## src/rtl/mult_div_unit.sv

```systemverilog
// Iterative multiply/divide unit with architectural HI/LO registers.
// Shift-add multiply and restoring divide, one bit per cycle, then a sign-fix cycle.
module mult_div_unit #(
  parameter int WIDTH = 32
) (
  input  logic             clk,
  input  logic             rst_n,
  input  logic [WIDTH-1:0] MdOp1,
  input  logic [WIDTH-1:0] MdOp2,
  input  logic [2:0]       MdOp,
  input  logic             MdStart,
  input  logic             MdAbort,
  output logic             Busy,
  output logic             Done,
  output logic [WIDTH-1:0] Hi,
  output logic [WIDTH-1:0] Lo
);
  localparam int CW = (WIDTH > 1) ? $clog2(WIDTH) : 1;

  typedef enum logic [1:0] {S_IDLE, S_RUN, S_FIX} state_e;

  state_e           state_q, state_d;
  logic [CW-1:0]    cnt_q, cnt_d;
  logic             is_div_q, is_div_d;
  logic             sa_q, sa_d, sb_q, sb_d;
  logic [WIDTH-1:0] a_q, a_d, b_q, b_d;
  logic [WIDTH:0]   rem_q, rem_d;
  logic [WIDTH-1:0] shq_q, shq_d;
  logic [WIDTH-1:0] hi_q, hi_d, lo_q, lo_d;
  logic             done_q, done_d;

  // rem_q/shq_q hold {partial sum, multiplier} for mult, {remainder, dividend->quotient} for div
  logic [WIDTH:0]     mul_sum;
  logic [WIDTH:0]     div_shift;
  logic [WIDTH+1:0]   div_diff;
  logic [2*WIDTH-1:0] prod_mag, prod_fix;
  logic [WIDTH-1:0]   op1_mag, op2_mag;
  logic               op_signed;

  assign op_signed = ~MdOp[0];
  assign op1_mag   = (op_signed && MdOp1[WIDTH-1]) ? -MdOp1 : MdOp1;
  assign op2_mag   = (op_signed && MdOp2[WIDTH-1]) ? -MdOp2 : MdOp2;

  assign mul_sum   = rem_q + (shq_q[0] ? {1'b0, a_q} : '0);
  assign div_shift = {rem_q[WIDTH-1:0], shq_q[WIDTH-1]};
  assign div_diff  = {1'b0, div_shift} - {2'b00, b_q};
  assign prod_mag  = {rem_q[WIDTH-1:0], shq_q};
  assign prod_fix  = (sa_q ^ sb_q) ? -prod_mag : prod_mag;

  always_comb begin
    state_d  = state_q;
    cnt_d    = cnt_q;
    is_div_d = is_div_q;
    sa_d     = sa_q;
    sb_d     = sb_q;
    a_d      = a_q;
    b_d      = b_q;
    rem_d    = rem_q;
    shq_d    = shq_q;
    hi_d     = hi_q;
    lo_d     = lo_q;
    done_d   = 1'b0;
    case (state_q)
      S_IDLE: begin
        if (MdStart && !MdAbort) begin
          if (!MdOp[2]) begin
            is_div_d = MdOp[1];
            sa_d     = op_signed & MdOp1[WIDTH-1];
            sb_d     = op_signed & MdOp2[WIDTH-1];
            a_d      = op1_mag;
            b_d      = op2_mag;
            rem_d    = '0;
            shq_d    = MdOp[1] ? op1_mag : op2_mag;
            cnt_d    = '0;
            state_d  = S_RUN;
          end else if (!MdOp[1]) begin
            if (MdOp[0]) lo_d = MdOp1;
            else         hi_d = MdOp1;
          end
        end
      end
      S_RUN: begin
        if (MdAbort) begin
          state_d = S_IDLE;
        end else begin
          if (is_div_q) begin
            if (!div_diff[WIDTH+1]) begin
              rem_d = div_diff[WIDTH:0];
              shq_d = {shq_q[WIDTH-2:0], 1'b1};
            end else begin
              rem_d = div_shift;
              shq_d = {shq_q[WIDTH-2:0], 1'b0};
            end
          end else begin
            rem_d = {1'b0, mul_sum[WIDTH:1]};
            shq_d = {mul_sum[0], shq_q[WIDTH-1:1]};
          end
          cnt_d = cnt_q + 1'b1;
          if (cnt_q == CW'(WIDTH-1)) state_d = S_FIX;
        end
      end
      S_FIX: begin
        state_d = S_IDLE;
        if (!MdAbort) begin
          done_d = 1'b1;
          if (!is_div_q) begin
            {hi_d, lo_d} = prod_fix;
          end else if (b_q == '0) begin
            // divide by zero: all-ones quotient, dividend returned untouched
            lo_d = '1;
            hi_d = sa_q ? -a_q : a_q;
          end else begin
            lo_d = (sa_q ^ sb_q) ? -shq_q : shq_q;
            hi_d = sa_q ? -rem_q[WIDTH-1:0] : rem_q[WIDTH-1:0];
          end
        end
      end
      default: state_d = S_IDLE;
    endcase
  end

  always_ff @(posedge clk or negedge rst_n) begin
    if (!rst_n) begin
      state_q  <= S_IDLE;
      cnt_q    <= '0;
      is_div_q <= 1'b0;
      sa_q     <= 1'b0;
      sb_q     <= 1'b0;
      a_q      <= '0;
      b_q      <= '0;
      rem_q    <= '0;
      shq_q    <= '0;
      hi_q     <= '0;
      lo_q     <= '0;
      done_q   <= 1'b0;
    end else begin
      state_q  <= state_d;
      cnt_q    <= cnt_d;
      is_div_q <= is_div_d;
      sa_q     <= sa_d;
      sb_q     <= sb_d;
      a_q      <= a_d;
      b_q      <= b_d;
      rem_q    <= rem_d;
      shq_q    <= shq_d;
      hi_q     <= hi_d;
      lo_q     <= lo_d;
      done_q   <= done_d;
    end
  end

  assign Busy = (state_q != S_IDLE);
  assign Done = done_q;
  assign Hi   = hi_q;
  assign Lo   = lo_q;
endmodule

```

## config.mk

```make
export PLATFORM = sky130hd
export DESIGN_NAME = mult_div_unit
export DESIGN_NICKNAME = d
export VERILOG_FILES = /design/src/rtl/mult_div_unit.sv
export SDC_FILE = /design/constraint.sdc
export NUM_CORES = 1
export LEC_CHECK = 0
export ABC_AREA = 1
export BUFFER_PORTS_ARGS = -buffer_cell sky130_fd_sc_hd__buf_2
export CAP_MARGIN = 15
export CELL_PAD_IN_SITES_DETAIL_PLACEMENT = 0
export CELL_PAD_IN_SITES_GLOBAL_PLACEMENT = 2
export CORE_UTILIZATION = 34
export CTS_BUF_LIST = sky130_fd_sc_hd__clkbuf_4 sky130_fd_sc_hd__clkbuf_8
export DETAILED_ROUTE_END_ITERATION = 7
export GPL_ROUTABILITY_DRIVEN = 0
export PLACE_DENSITY = 0.94
export SYNTH_ARGS = -nofsm -noshare
export SYNTH_HDL_FRONTEND = slang
export SYNTH_SLANG_ARGS = --single-unit
```

## constraint.sdc

```tcl
create_clock -name clk -period 2.71 [get_ports clk]
set_input_delay 0.271 -clock clk [delete_from_list [all_inputs] [get_ports clk]]
set_output_delay 0.271 -clock clk [all_outputs]
set_load 0.01 [all_outputs]
```

# After elaboration in Yosys (flattened, before gate mapping)
# Index checks and enable logic that the tools add are counted.
dict set report totals {
  register_bits 204
  latch_bits 0
  mem_bits_rw 0
  rom_bits 0
  input_bits 71
  output_inout_bits 66
  word_cells 99
  mem_count 0
}
dict set report classes {
  add_sub_neg 9
  mul 0
  div_mod_pow 0
  order_cmp 0
  eq_ne 12
  shifts 0
  muxes 47
  n_bitwise 5
  reduce_logical 14
}
# operator count
set op_table {}
lappend op_table {{$mux 32} 25}
lappend op_table {{$pmux 32 s2} 3}
lappend op_table {{$mux 33} 5}
lappend op_table {{$neg 32->32} 5}
lappend op_table {{$pmux 33 s2} 1}
lappend op_table {{$mux 64} 1}
lappend op_table {{$neg 64->64} 1}
lappend op_table {{$sub 33x32->34} 1}
lappend op_table {{$add 33x32->33} 1}
lappend op_table {{$logic_not 32->1} 1}
lappend op_table {{$ne 2x2->1 const B} 8}
lappend op_table {{$mux 5} 3}
lappend op_table {{$reduce_and 6->1} 2}
lappend op_table {{$pmux 5 s2} 1}
lappend op_table {{$mux 2} 4}
lappend op_table {{$reduce_and 3->1} 2}
lappend op_table {{$reduce_bool 2->1} 3}
lappend op_table {{$add 5x1->5 const B} 1}
lappend op_table {{$eq 5x5->1 const B} 1}
lappend op_table {{$pmux 2 s2} 1}
lappend op_table {{$reduce_and 4->1} 1}
lappend op_table {{$logic_and 1x1->1} 3}
lappend op_table {{$mux 1} 3}
lappend op_table {{$ne 3x3->1 const B} 1}
lappend op_table {{other kinds (7)} 9}

# Depth between registers and ports, before layout
dict set report depth {
  word_depth 7
  mapped_depth 21
  mapped_depth_nobuf 20
}

# Worst setup path before layout
# Ideal clock, no wire load.
dict set report synth_timing {
  path_kind {register -> register}
  from {register shq_q[0]}
  to {register rem_q[29]}
  setup_time_ns 0.116
  t_arrival_ns 2.297
  required_ns 2.594
  setup_slack_ns 0.297
  stages_incl_launch_ff 21
  period_less_slack_ns 2.413
  cell_sequence {dfrtp_1 -> buf_6 -> nand2_1 -> inv_1 -> ha_1 -> inv_1 -> fa_1 -> inv_1 -> nand2_1 -> o21ai_0 -> nand2_1 -> nand2_1 -> nand2_1 -> nand2_1 -> nand2_1 -> nand3_1 -> nand3_1 -> nand2_1 -> inv_1 -> nand2_1 -> nand2_1}
}
dict set report synth_via {
  elab_chain_len 5
}
# item line_no
set synth_lines {}
lappend synth_lines {{from (decl)} 28} ;# logic [WIDTH-1:0] shq_q, shq_d;
lappend synth_lines {{from (signal assigned)} 145} ;# shq_q <= shq_d;
lappend synth_lines {{$mux 32} 44} ;# assign mul_sum = rem_q + (shq_q[0] ? {1'b0, a_q} : '0);
lappend synth_lines {{$add 33x32->33} 44}
lappend synth_lines {{$mux 33} 86} ;# if (is_div_q) begin
lappend synth_lines {{$mux 33} 83} ;# if (MdAbort) begin
lappend synth_lines {{$pmux 33 s2} 63} ;# case (state_q)
lappend synth_lines {{to (signal assigned)} 144} ;# rem_q <= rem_d;
lappend synth_lines {{to (decl)} 27} ;# logic [WIDTH:0] rem_q, rem_d;
# No other way between the ends. The select of a mux whose other input is x is not followed.
# A chain may end at the register's enable or synchronous reset.

# Worst setup path after layout
dict set report layout_timing {
  from {register shq_q[0]}
  to {register hi_q[18] (netlist: Hi[18])}
}
dict set report layout_via {
  elab_chain_len 5
}
# item line_no
set layout_lines {}
lappend layout_lines {{$neg 64->64} 48} ;# assign prod_fix = (sa_q ^ sb_q) ? -prod_mag : prod_mag;
lappend layout_lines {{$mux 64} 48}
lappend layout_lines {{$mux 32} 106} ;# if (!is_div_q) begin
lappend layout_lines {{$mux 32} 104} ;# if (!MdAbort) begin
lappend layout_lines {{$pmux 32 s2} 63}
lappend layout_lines {{to (signal assigned)} 146} ;# hi_q <= hi_d;
lappend layout_lines {{to (decl)} 29} ;# logic [WIDTH-1:0] hi_q, hi_d, lo_q, lo_d;
# No other way between the ends. The select of a mux whose other input is x is not followed.

==> results by group <==
Run status
  • Status: completed

Timing
  • Worst-Margin Slew: 794 ps
  • Part of the cycle the worst path needs: 95.1%
  • Final Max Tran Viols: 0
  • Worst Skew: 39.8 ps
  • RSZ-0062 raised after global routing: yes
  • WHS: 12.3 ps
  • Minimum clock period: 2580 ps
  • Max Freq: 0.388 GHz
  • # setup viols final: 0
  • Relative slew margins: 46.5%
  • Fin. Hold Viols: 0

Synthesis
  • Commonest cells in the netlist: nand2_1, nor2_1, inv_1
  • Sequential element share of the synthesized area: 24.7%
  • Post-synth top area cell: dfrtp_1
  • Share of flip-flops with an asynchronous set or reset: 100%
  • Syn nets: 3691
  • Unique masters post-synth: 48
  • Seq cells post-synth: 204
  • Main flop type after synthesis: dfrtp_1
  • Mean Syn Cell Area: 5.82 sq um
  • Synth Cell Area: 20600 sq um
  • Cell with the most instances after synthesis: nand2_1
  • Post-Syn Instances: 3547
  • Top post-synthesis cells by area: dfrtp_1, nand2_1, nor2_1
  • Number of synthesized flops with an enable pin: 0
  • Synth top area share: 24.7%
  • Synth warn: 0

Global routing
  • Gr usage total: 31.4%
  • Initial antenna violation count: 7
  • Vias in the first global route: 23000
  • First-pass GRT wire length: 144 mm
  • Global route total overflow: 0
  • Largest net degree at the start of global routing: 108

Place
  • Buffers on Ports: 136
  • Inst Count DP: 4527
  • Post-detail-place hpwl: 79.3 mm

Worst setup path
  • Max FO, Critical Path: 6
  • CP Buf/Inv Count: 2
  • CP max stage delay: 410 ps
  • Worst EP arrival: 3100 ps
  • CP max stage cell: dfrtp_1
  • CP cell instances: buf_4 > inv_2 > ha_1 > nand2_2 > nor2_4 > nand2_4 > nor2_4 > nand3_1 > nand2_1 > nand3_1 > nand2_1 > nand2_1 > nand2_1 > nand2_1 > a21oi_1
  • CP Capture Type: register
  • Reg2Reg Setup Slack: 130 ps
  • Worst Setup Start Kind: register
  • CP dominant cell by count: nand2_1
  • Required @ worst endpoint: 3240 ps
  • Top Family by Delay on Critical Path: simple AND/OR/NAND/NOR gates
  • Setup CP Type: register to register

Route
  • Via/cell ratio: 5.41
  • Wire per inst: 21.1 um
  • DRT Wirelength: 97.4 mm
  • Vias: 25000
  • DRC viols: 0
  • DR iter-0 viols: 3108
  • Drt pass-1 iters: 6
  • Final ANT Viol Nets: 0

Die
  • Initial Util: 34.7%
  • Core Box Area: 59500 sq um
  • Full die area: 61700 sq um
  • Die W: 248 um
  • Die Height: 248 um
  • Num ports: 137
  • Cell Rows: 89

Power and ir drop
  • Combinational Power Share: 65.3%
  • P_leak: 12.3 nW
  • Peak VDD IR: 0.000437 V
  • Sequential share of power: 20.4%
  • Net Sw Power: 0.0127 W
  • Pwr/cell area: 976 nW/um^2
  • Switching Share: 52.9%
  • Pint: 0.0113 W
  • Clk network pwr share: 14.4%

Clock network
  • CTS Buf Count: 39
  • H-tree depth: 2
  • Root buf cell: clkbuf_8
  • Worst skew pair latency: 630 ps
  • Reg clk slew, reported paths: 60 ps
  • Clock Path Buffers: 3
  • TritonCTS clock tree: done
  • CTS sink cnt: 204

Cells and area
  • Final #Nets: 3956
  • Share of layout cells above drive strength 1: 13.0%
  • Fin cells: 4615
  • Area growth, synth to finish: 18.9%

Min path
  • Worst Hold Class: input pin to register

Job
  • Max-Cap Viols: 0
area by class of cell:
class                   count  area, sq um
diodes                      2         5.00
clock buffers              62          766
clock inverters             7         77.6
fillers                  6698        34900
inverters                 403         1520
multi-input cells        2813        13600
flip-flops and latches    204         5110
well taps                 773          967
repair buffers            351         2530
tightest hold or removal path: cells and delay by family:
kind                   cells  cell delay (ps)
buffers and inverters      2              160
and+or+nand+nor            1               70
AOI/OAI and AO/OA          1               70
routing by layer:
layer	wire length (um)	up-vias	GRT usage, %	part of all wire [%]
met2	41900	1195	47.3	43
met4	4290	8	13.3	4.4
met3	9410	210	6.51	9.7
met5	45	-	0	0.046
met1	41800	11500	43.3	43
li1	-	12000	-	-
flip-flops by register name, indices dropped and copies added (netlist names):
signal / count
state_q: 2
Lo: 32
rem_q: 33
cnt_q: 5
is_div_q: 1
sb_q: 1
a_q: 32
b_q: 32
shq_q: 32
Done: 1
sa_q: 1
Hi: 32
final timing paths:
path | from | end | cells after the start
max reg2reg | shq_q[0]$_DFFE_PN0P_ | Hi[18]$_DFFE_PN0P_ | 15
min | MdOp2[11] | b_q[11]$_DFFE_PN0P_ | 4
max in group asynchronous | rst_n | b_q[2]$_DFFE_PN0P_ | 3
min in group asynchronous | rst_n | Hi[29]$_DFFE_PN0P_ | 2
min reg2reg | b_q[23]$_DFFE_PN0P_ | b_q[23]$_DFFE_PN0P_ | 2
max | shq_q[0]$_DFFE_PN0P_ | Hi[18]$_DFFE_PN0P_ | 15
what timing repair did:
item	CTS	global route
hold buffers	14	0
setup endpoints to repair	0	30
setup buffers	0	3
hold endpoints to repair	60	0
gates resized for setup	0	39
layout by cell type (no fill, tap or decap), types with 21 or more instances in the layout:
master    synthesis  routed
nor2_2           14      21
ha_1             71      67
xor2_1           71      71
o21ai_0         234     223
inv_1           389     388
nor3_1           44      44
buf_4             3     186
nand2_1         991     984
nand4_1          57      57
a31oi_1          30      30
o21ai_1          22      31
nor2_1          559     550
a21oi_1         214     209
clkbuf_8          0      48
dfrtp_1         204     202
nand3_1         386     386
buf_2            34     135
power by group through the flow:
stage / clock (W) / sequential (W) / combinational (W)
detailed placement: 0 / 0.00490 / 0.0150
CTS: 0.00346 / 0.00485 / 0.0151
global route: 0.00358 / 0.00495 / 0.0172
finish: 0.00344 / 0.00489 / 0.0156
floorplan: 0 / 0.00494 / 0.00896
global placement: 0 / 0.00489 / 0.0151
per-stage QoR:
| step | power (W) | util, % | TNS [ps] | cell area, sq um | setup WS, ps |
|---|---|---|---|---|---|
| 2_1_floorplan | 0.0139 | - | 0 | 20600 | 297 |
| 3_3_place_gp | 0.0200 | 39.4 | 0 | 23400 | 112 |
| 3_5_place_dp | 0.0199 | 39.4 | 0 | 23400 | 97.7 |
| 4_1_cts | 0.0235 | 41.0 | 0 | 24400 | 105 |
| 5_1_grt | 0.0258 | 41.3 | -93.2 | 24500 | -28.6 |
| 6_report | 0.0240 | 41.3 | 0 | 24500 | 132 |
cell families after synthesis:
kind of cell             synth area share (%)
adder cells (fa/ha/maj)                  4.50
multiplexers                           0.0485
XOR/XNOR                                 3.69
AO/OA/AOI/OAI                            14.2
AND/OR/NAND/NOR                          42.7
buffers and inverters                    10.1
flip-flops                               24.7
Power figures use the tool's default switching activity.
